--- config.mk ---
export PLATFORM = sky130hd
export DESIGN_NAME = leds_racer_input_hub
export DESIGN_NICKNAME = d
export VERILOG_FILES = /design/src/rtl/leds_racer_input_hub.sv
export SDC_FILE = /design/constraint.sdc
export NUM_CORES = 1
export LEC_CHECK = 0
export BUFFER_PORTS_ARGS = -buffer_cell sky130_fd_sc_hd__buf_2
export CAP_MARGIN = 5
export CORE_MARGIN = 10
export CORE_UTILIZATION = 50
export DETAILED_ROUTE_END_ITERATION = 8
export GPL_TIMING_DRIVEN = 0
export PLACE_DENSITY = 0.71
export SYNTH_ARGS = -nofsm -noshare
export SYNTH_HDL_FRONTEND = slang
export SYNTH_SLANG_ARGS = --single-unit
--- constraint.sdc ---
create_clock -name clk -period 1.8 [get_ports clk]
set_clock_uncertainty 0.05 [all_clocks]
set_input_delay 0.18 -clock clk [delete_from_list [all_inputs] [get_ports clk]]
set_output_delay 0.18 -clock clk [all_outputs]
set_load 0.03 [all_outputs]
--- src/rtl/leds_racer_input_hub.sv ---
// Per-player button front end: synchronise, debounce, press-edge detect, and a per-frame
// press accumulator that is snapshotted on every update_frame strobe.
module leds_racer_input_hub #(
    parameter int unsigned NUM_PLAYERS      = 4,
    parameter int unsigned DEBOUNCE_CLK_CNT = 65536,
    parameter int unsigned EVT_CNT_W        = 4
) (
    input  logic                             clk,
    input  logic                             reset,
    input  logic [NUM_PLAYERS-1:0]           btn_in,
    input  logic                             update_frame,
    output logic [NUM_PLAYERS-1:0]           btn_level,
    output logic [NUM_PLAYERS-1:0]           press_pulse,
    output logic [NUM_PLAYERS-1:0]           frame_press,
    output logic [NUM_PLAYERS*EVT_CNT_W-1:0] frame_press_count,
    output logic [NUM_PLAYERS-1:0]           frame_overflow
);

    localparam int unsigned CNT_W = (DEBOUNCE_CLK_CNT > 1) ? $clog2(DEBOUNCE_CLK_CNT) : 1;
    localparam logic [CNT_W-1:0]     CNT_MAX = CNT_W'(DEBOUNCE_CLK_CNT - 1);
    localparam logic [EVT_CNT_W-1:0] ACC_MAX = '1;

    logic [NUM_PLAYERS-1:0] sync1_q, sync2_q;
    logic [NUM_PLAYERS-1:0] level_q, level_d;
    logic [NUM_PLAYERS-1:0] pulse_q, pulse_d;
    logic [CNT_W-1:0]       cnt_q [NUM_PLAYERS];
    logic [CNT_W-1:0]       cnt_d [NUM_PLAYERS];
    logic [EVT_CNT_W-1:0]   acc_q [NUM_PLAYERS];
    logic [EVT_CNT_W-1:0]   acc_d [NUM_PLAYERS];
    logic [EVT_CNT_W-1:0]   acc_inc [NUM_PLAYERS];
    logic [NUM_PLAYERS-1:0] ovf_q, ovf_d, ovf_inc;
    logic [NUM_PLAYERS-1:0] fpress_q, fpress_d;
    logic [EVT_CNT_W-1:0]   fcnt_q [NUM_PLAYERS];
    logic [EVT_CNT_W-1:0]   fcnt_d [NUM_PLAYERS];
    logic [NUM_PLAYERS-1:0] fovf_q, fovf_d;

    always_comb begin
        level_d  = level_q;
        pulse_d  = '0;
        cnt_d    = cnt_q;
        acc_d    = acc_q;
        acc_inc  = acc_q;
        ovf_d    = ovf_q;
        ovf_inc  = ovf_q;
        fpress_d = fpress_q;
        fcnt_d   = fcnt_q;
        fovf_d   = fovf_q;
        for (int i = 0; i < NUM_PLAYERS; i++) begin
            if (sync2_q[i] == level_q[i]) begin
                cnt_d[i] = '0;
            end else if (cnt_q[i] == CNT_MAX) begin
                cnt_d[i]   = '0;
                level_d[i] = sync2_q[i];
                pulse_d[i] = sync2_q[i];
            end else begin
                cnt_d[i] = cnt_q[i] + CNT_W'(1);
            end

            // Fold this cycle's pulse in first so a press on the strobe lands in the snapshot.
            if (pulse_q[i]) begin
                if (acc_q[i] == ACC_MAX) begin
                    ovf_inc[i] = 1'b1;
                end else begin
                    acc_inc[i] = acc_q[i] + EVT_CNT_W'(1);
                end
            end

            if (update_frame) begin
                fcnt_d[i]   = acc_inc[i];
                fpress_d[i] = (acc_inc[i] != '0);
                fovf_d[i]   = ovf_inc[i];
                acc_d[i]    = '0;
                ovf_d[i]    = 1'b0;
            end else begin
                acc_d[i] = acc_inc[i];
                ovf_d[i] = ovf_inc[i];
            end
        end
    end

    always_ff @(posedge clk or negedge reset) begin
        if (!reset) begin
            sync1_q  <= '0;
            sync2_q  <= '0;
            level_q  <= '0;
            pulse_q  <= '0;
            ovf_q    <= '0;
            fpress_q <= '0;
            fovf_q   <= '0;
            for (int i = 0; i < NUM_PLAYERS; i++) begin
                cnt_q[i]  <= '0;
                acc_q[i]  <= '0;
                fcnt_q[i] <= '0;
            end
        end else begin
            sync1_q  <= btn_in;
            sync2_q  <= sync1_q;
            level_q  <= level_d;
            pulse_q  <= pulse_d;
            ovf_q    <= ovf_d;
            fpress_q <= fpress_d;
            fovf_q   <= fovf_d;
            for (int i = 0; i < NUM_PLAYERS; i++) begin
                cnt_q[i]  <= cnt_d[i];
                acc_q[i]  <= acc_d[i];
                fcnt_q[i] <= fcnt_d[i];
            end
        end
    end

    always_comb begin
        frame_press_count = '0;
        for (int i = 0; i < NUM_PLAYERS; i++) begin
            frame_press_count[i*EVT_CNT_W +: EVT_CNT_W] = fcnt_q[i];
        end
    end

    assign btn_level      = level_q;
    assign press_pulse    = pulse_q;
    assign frame_press    = fpress_q;
    assign frame_overflow = fovf_q;

endmodule
# After elaboration in Yosys (flattened, before gate mapping)
# Index checks and enable logic that the tools add are counted.
# classes
add_sub_neg	8
n_eq_ne	12
muxes	40
n_bitwise	4
reduce_logical	8
# ops
operator	count
$mux 16	8
$add 16x1->16 const B	4
$eq 16x16->1 const B	4
$mux 4	12
$mux 1	20
$add 4x1->4 const B	4
$eq 4x4->1 const B	4
$reduce_bool 4->1	4
$reduce_and 2->1	4
$eq 1x1->1	4
$not 1->1	4
# word_totals
regBits	124
input_bits	7
out_inout_bits	32
elab_cells	94

# Logic depth before layout (Yosys ltp)
# depth
depth_word	4
depth_mapped	6
depth_no_buf	5

# Worst setup path before layout
# No wires, ideal clock.
# synth_path
kind	register to register
start	register cnt_q[16] in the netlist's numbering
end	register cnt_q[27] in the netlist's numbering
setup_time_ns	0.119
t_arrival_ns	1.614
required_ns	1.631
path_slack_ns	0.017
stages_incl_launch_ff	7
path_buffers	1
synth_period_minus_slack_ns	1.783
path_cell_list	dfrtp_1 > ha_1 > nand4_1 > or4_1 > nand2b_1 > buf_4 > nor2_1
# synth_rtl
element	line_no	rtl
from (decl)	26	logic [CNT_W-1:0] cnt_q [NUM_PLAYERS];
from (signal, indexed assignment)	104	cnt_q[i] <= cnt_d[i];

# Worst setup path after layout
# layout_path
start	register cnt_q[0] in the netlist's numbering
end	register level_q[3] (netlist: btn_level[3])
# layout_between
elab_chain_cells	2
# layout_lines
element	line_no	rtl
$eq 16x16->1	51	end else if (cnt_q[i] == CNT_MAX) begin
$reduce_and 2->1 (no line)	-	
to (signal assigned)	98	level_q <= level_d;
to (decl)	24	logic [NUM_PLAYERS-1:0] level_q, level_d;
# No other way between the ends.
# A chain may end at the register's enable or synchronous reset.

==> metrics.cfg <==
[layout]
final_common_cell = dfrtp_1
design_area_um2 = 6840
area_growth_pct = 23.5
drive_gt1_share_pct = 19.5
final_cell_mix = 119 x dfrtp_1, 102 x nor2_1, 39 x xnor2_1
diodes = 0
final_nets = 618

[cts]
htree_levels = 4
cts_sinks = 124
cts_buffer_depth = 2
clk_latency_ns = 0.53
clkTransAtPathRegs_ns = 0.06
cts_tree = built
cts_root_buf = clkbuf_8
numCtsBuffers = 17

[timing]
fin_crit_ns = 1.81
final_hold_viol_count = 0
worst_slack_ns = -0.0116
worst_pin_slew_ns = 0.729
finalSetupViolations = 1
fin_crit_sh_pct = 101
relSlewSlack_pct = 51.4
fmax_mhz = 552
rsz0062_at_grt = true
maxSlewViolCount = 0

[global_routing]
overflow = 0
grt_pass1_vias = 3956
grt_max_degree = 86
grt_first_pass_wirelength_mm = 18.7
grtUsageTotal_pct = 14.3
antenna_found_initial = 0

[yosys]
synthMuxAreaShare_pct = 4.43
synthCells = 524
synth-async-reset-ratio_pct = 100
synthAdderAreaFrac_pct = 1.81
synth_area_um2 = 5540
synth_cell_types = 41
syn_area_per_cell_um2 = 10.6
synth_edf_count = 0
synth_seq_cells = 124
synth_xor_area_share_pct = 9.49
synth_top_family_by_area = simple AND/OR/NAND/NOR gates
synth_top_area_share_pct = 56.0
synth_top_area_cell = dfrtp_1
synth-compound-area-share_pct = 4.47
yosys-top-cells-area = dfrtp_1 56%, nor2_1 6.9%, xnor2_1 6.2%, mux2i_1 3.6%, xor2_1 3.3%
yosys.area_share.simple_pct = 21.4
ys_seq_area_share_pct = 56.0
yosysWarnings = 0
synthFlopType = dfrtp_1
syn_nets = 539

[placed_design]
dp_hpwl_mm = 7.10
dpl_cell_area_um2 = 5930
gp_congestion = 0.789
pre_cts_ws_ns = -0.233
port_buffers = 37

[power_and_ir_drop]
p_total_mw = 6.81
p_per_area_nw_per_um2 = 995
ir_worst_vdd_mv = 0.824
power_leakage_nw = 3.16

[drt]
drc = 0
drt_wl_total_mm = 11.0
drt_first_pass_iters = 4
vias = 4010
drtIter0Drc = 262
wire_per_inst_um = 14.6
viasPerCell = 5.30
drtAntennaViolNets = 0

[setup_path]
worstPathMaxFanout = 4
start_kind = flop
worstPathRequired_ns = 2.16
critPathKind = reg -> reg
reg2reg_slack_ns = -0.01
timing.rr.start = cnt_q[0]
worst_setup_path_end_kind = flop
crit_start = cnt_q[0]
cp.arrival_ns = 2.18

[floorplanning]
die_x_um = 125
io_pins = 39
floorplan.rows = 38
initial_core_util_pct = 51.1
coreArea_um2 = 10800
die_height_um = 125
die-area_um2 = 15700

[worst_hold_path]
hp-class = in -> async

[status]
status = complete, but fails checks
violations = negative setup slack

[run]
maxCapViolations = 0

[path summary, 6_finish.rpt]
path                                      to  cells past startpoint
worst max-delay path            btn_level[3]                      5
worst min-delay path               cnt_q[53]                      2
worst max register to register  btn_level[3]                      5
worst min register to register    sync2_q[0]                      0
max in group asynchronous          cnt_q[23]                      3
min in group clk                    acc_q[4]                      3
[routing by layer]
layer | vias to the layer above | track usage [%] | routed length (um)
met5 | - | 0 | 0
met4 | 0 | 7.11 | 144
met3 | 12 | 4.39 | 390
met2 | 72 | 23.1 | 5550
met1 | 1960 | 17.0 | 4930
li1 | 1966 | - | -
[synth_stat cells (2+ instances only)]
library cell	count
a21oi_1	16
nor4_1	13
and4_1	3
mux2_2	4
inv_1	20
o22a_1	4
dfrtp_1	124
or4_1	4
xor2_1	21
nand2b_1	6
buf_4	2
a41oi_1	4
nor2b_1	4
nor3_1	15
nand2_1	23
nand4_1	20
mux2i_1	20
clkbuf_1	9
a21o_1	4
a31o_2	2
or2_2	2
nand3_1	32
nor2_1	102
nor3b_1	3
ha_1	8
xnor2_1	39
o21ai_0	5
o31ai_1	2
[state kept, by name, summed over array words and instances, names as in the netlist]
name	count
press_pulse	4
acc_q	16
frame_press	4
btn_level	4
ovf_q	4
cnt_q	64
sync1_q	4
frame_overflow	4
sync2_q	4
frame_press_count	16
[critical path, cell delays in order (launching register included)]
cell and delay, ns:
dfrtp_1 0.43, ha_4 0.18, nand4_1 0.20, nor4_2 0.38, buf_4 0.17, mux2_4 0.29
[cells by family (layout without fill, tap and decap cells)]
| group | after synthesis | count (layout) |
|---|---|---|
| AOI/OAI and AO/OA | 38 | 38 |
| DFF | 124 | 124 |
| xor gates and xnor gates | 60 | 60 |
| muxes | 24 | 24 |
| buffers and inverters | 33 | 125 |
| adders and majority gates | 8 | 8 |
| and+or+nand+nor | 237 | 237 |
[stage by stage]
stage / hold slack [ns] / util [%] / instances / setup TNS (ns)
final: 0.0617 / 63.1 / 756 / -0.0116
after floorplan: -0.166 / - / 524 / 0
after CTS: 0.0567 / 61.4 / 741 / 0
after detailed placement: 0.0620 / 54.7 / 702 / -5.90
after global placement: 0.240 / 54.4 / 701 / -128.18
after global routing: 0.106 / 63.1 / 756 / -0.267
[layout make-up]
| cell class | count | area, um^2 |
|---|---|---|
| timing repair buffer | 61 | 404 |
| multi-input combinational | 367 | 2370 |
| tap | 140 | 175 |
| fill | 813 | 4000 |
| buffer | 12 | 70.1 |
| clock buffer | 22 | 473 |
| clock inverter | 10 | 161 |
| sequential | 124 | 3110 |
| inverter | 20 | 75.1 |
[what timing repair did]
action,CTS,global route
hold endpoints to repair,128,0
pin swaps,3,9
cloned,0,1
hold buffers,5,0
buffers inserted,2,15
endpoints found under the setup margin,50,45
resized for setup,7,18
[report_power, final]
group	internal (mW)	switching (mW)	leakage [nW]
Combinational	0.111	0.212	1.19
Sequential	2.85	0.0491	1.67
Clock	2.39	1.20	0.303
Power figures use the tool's default switching activity.
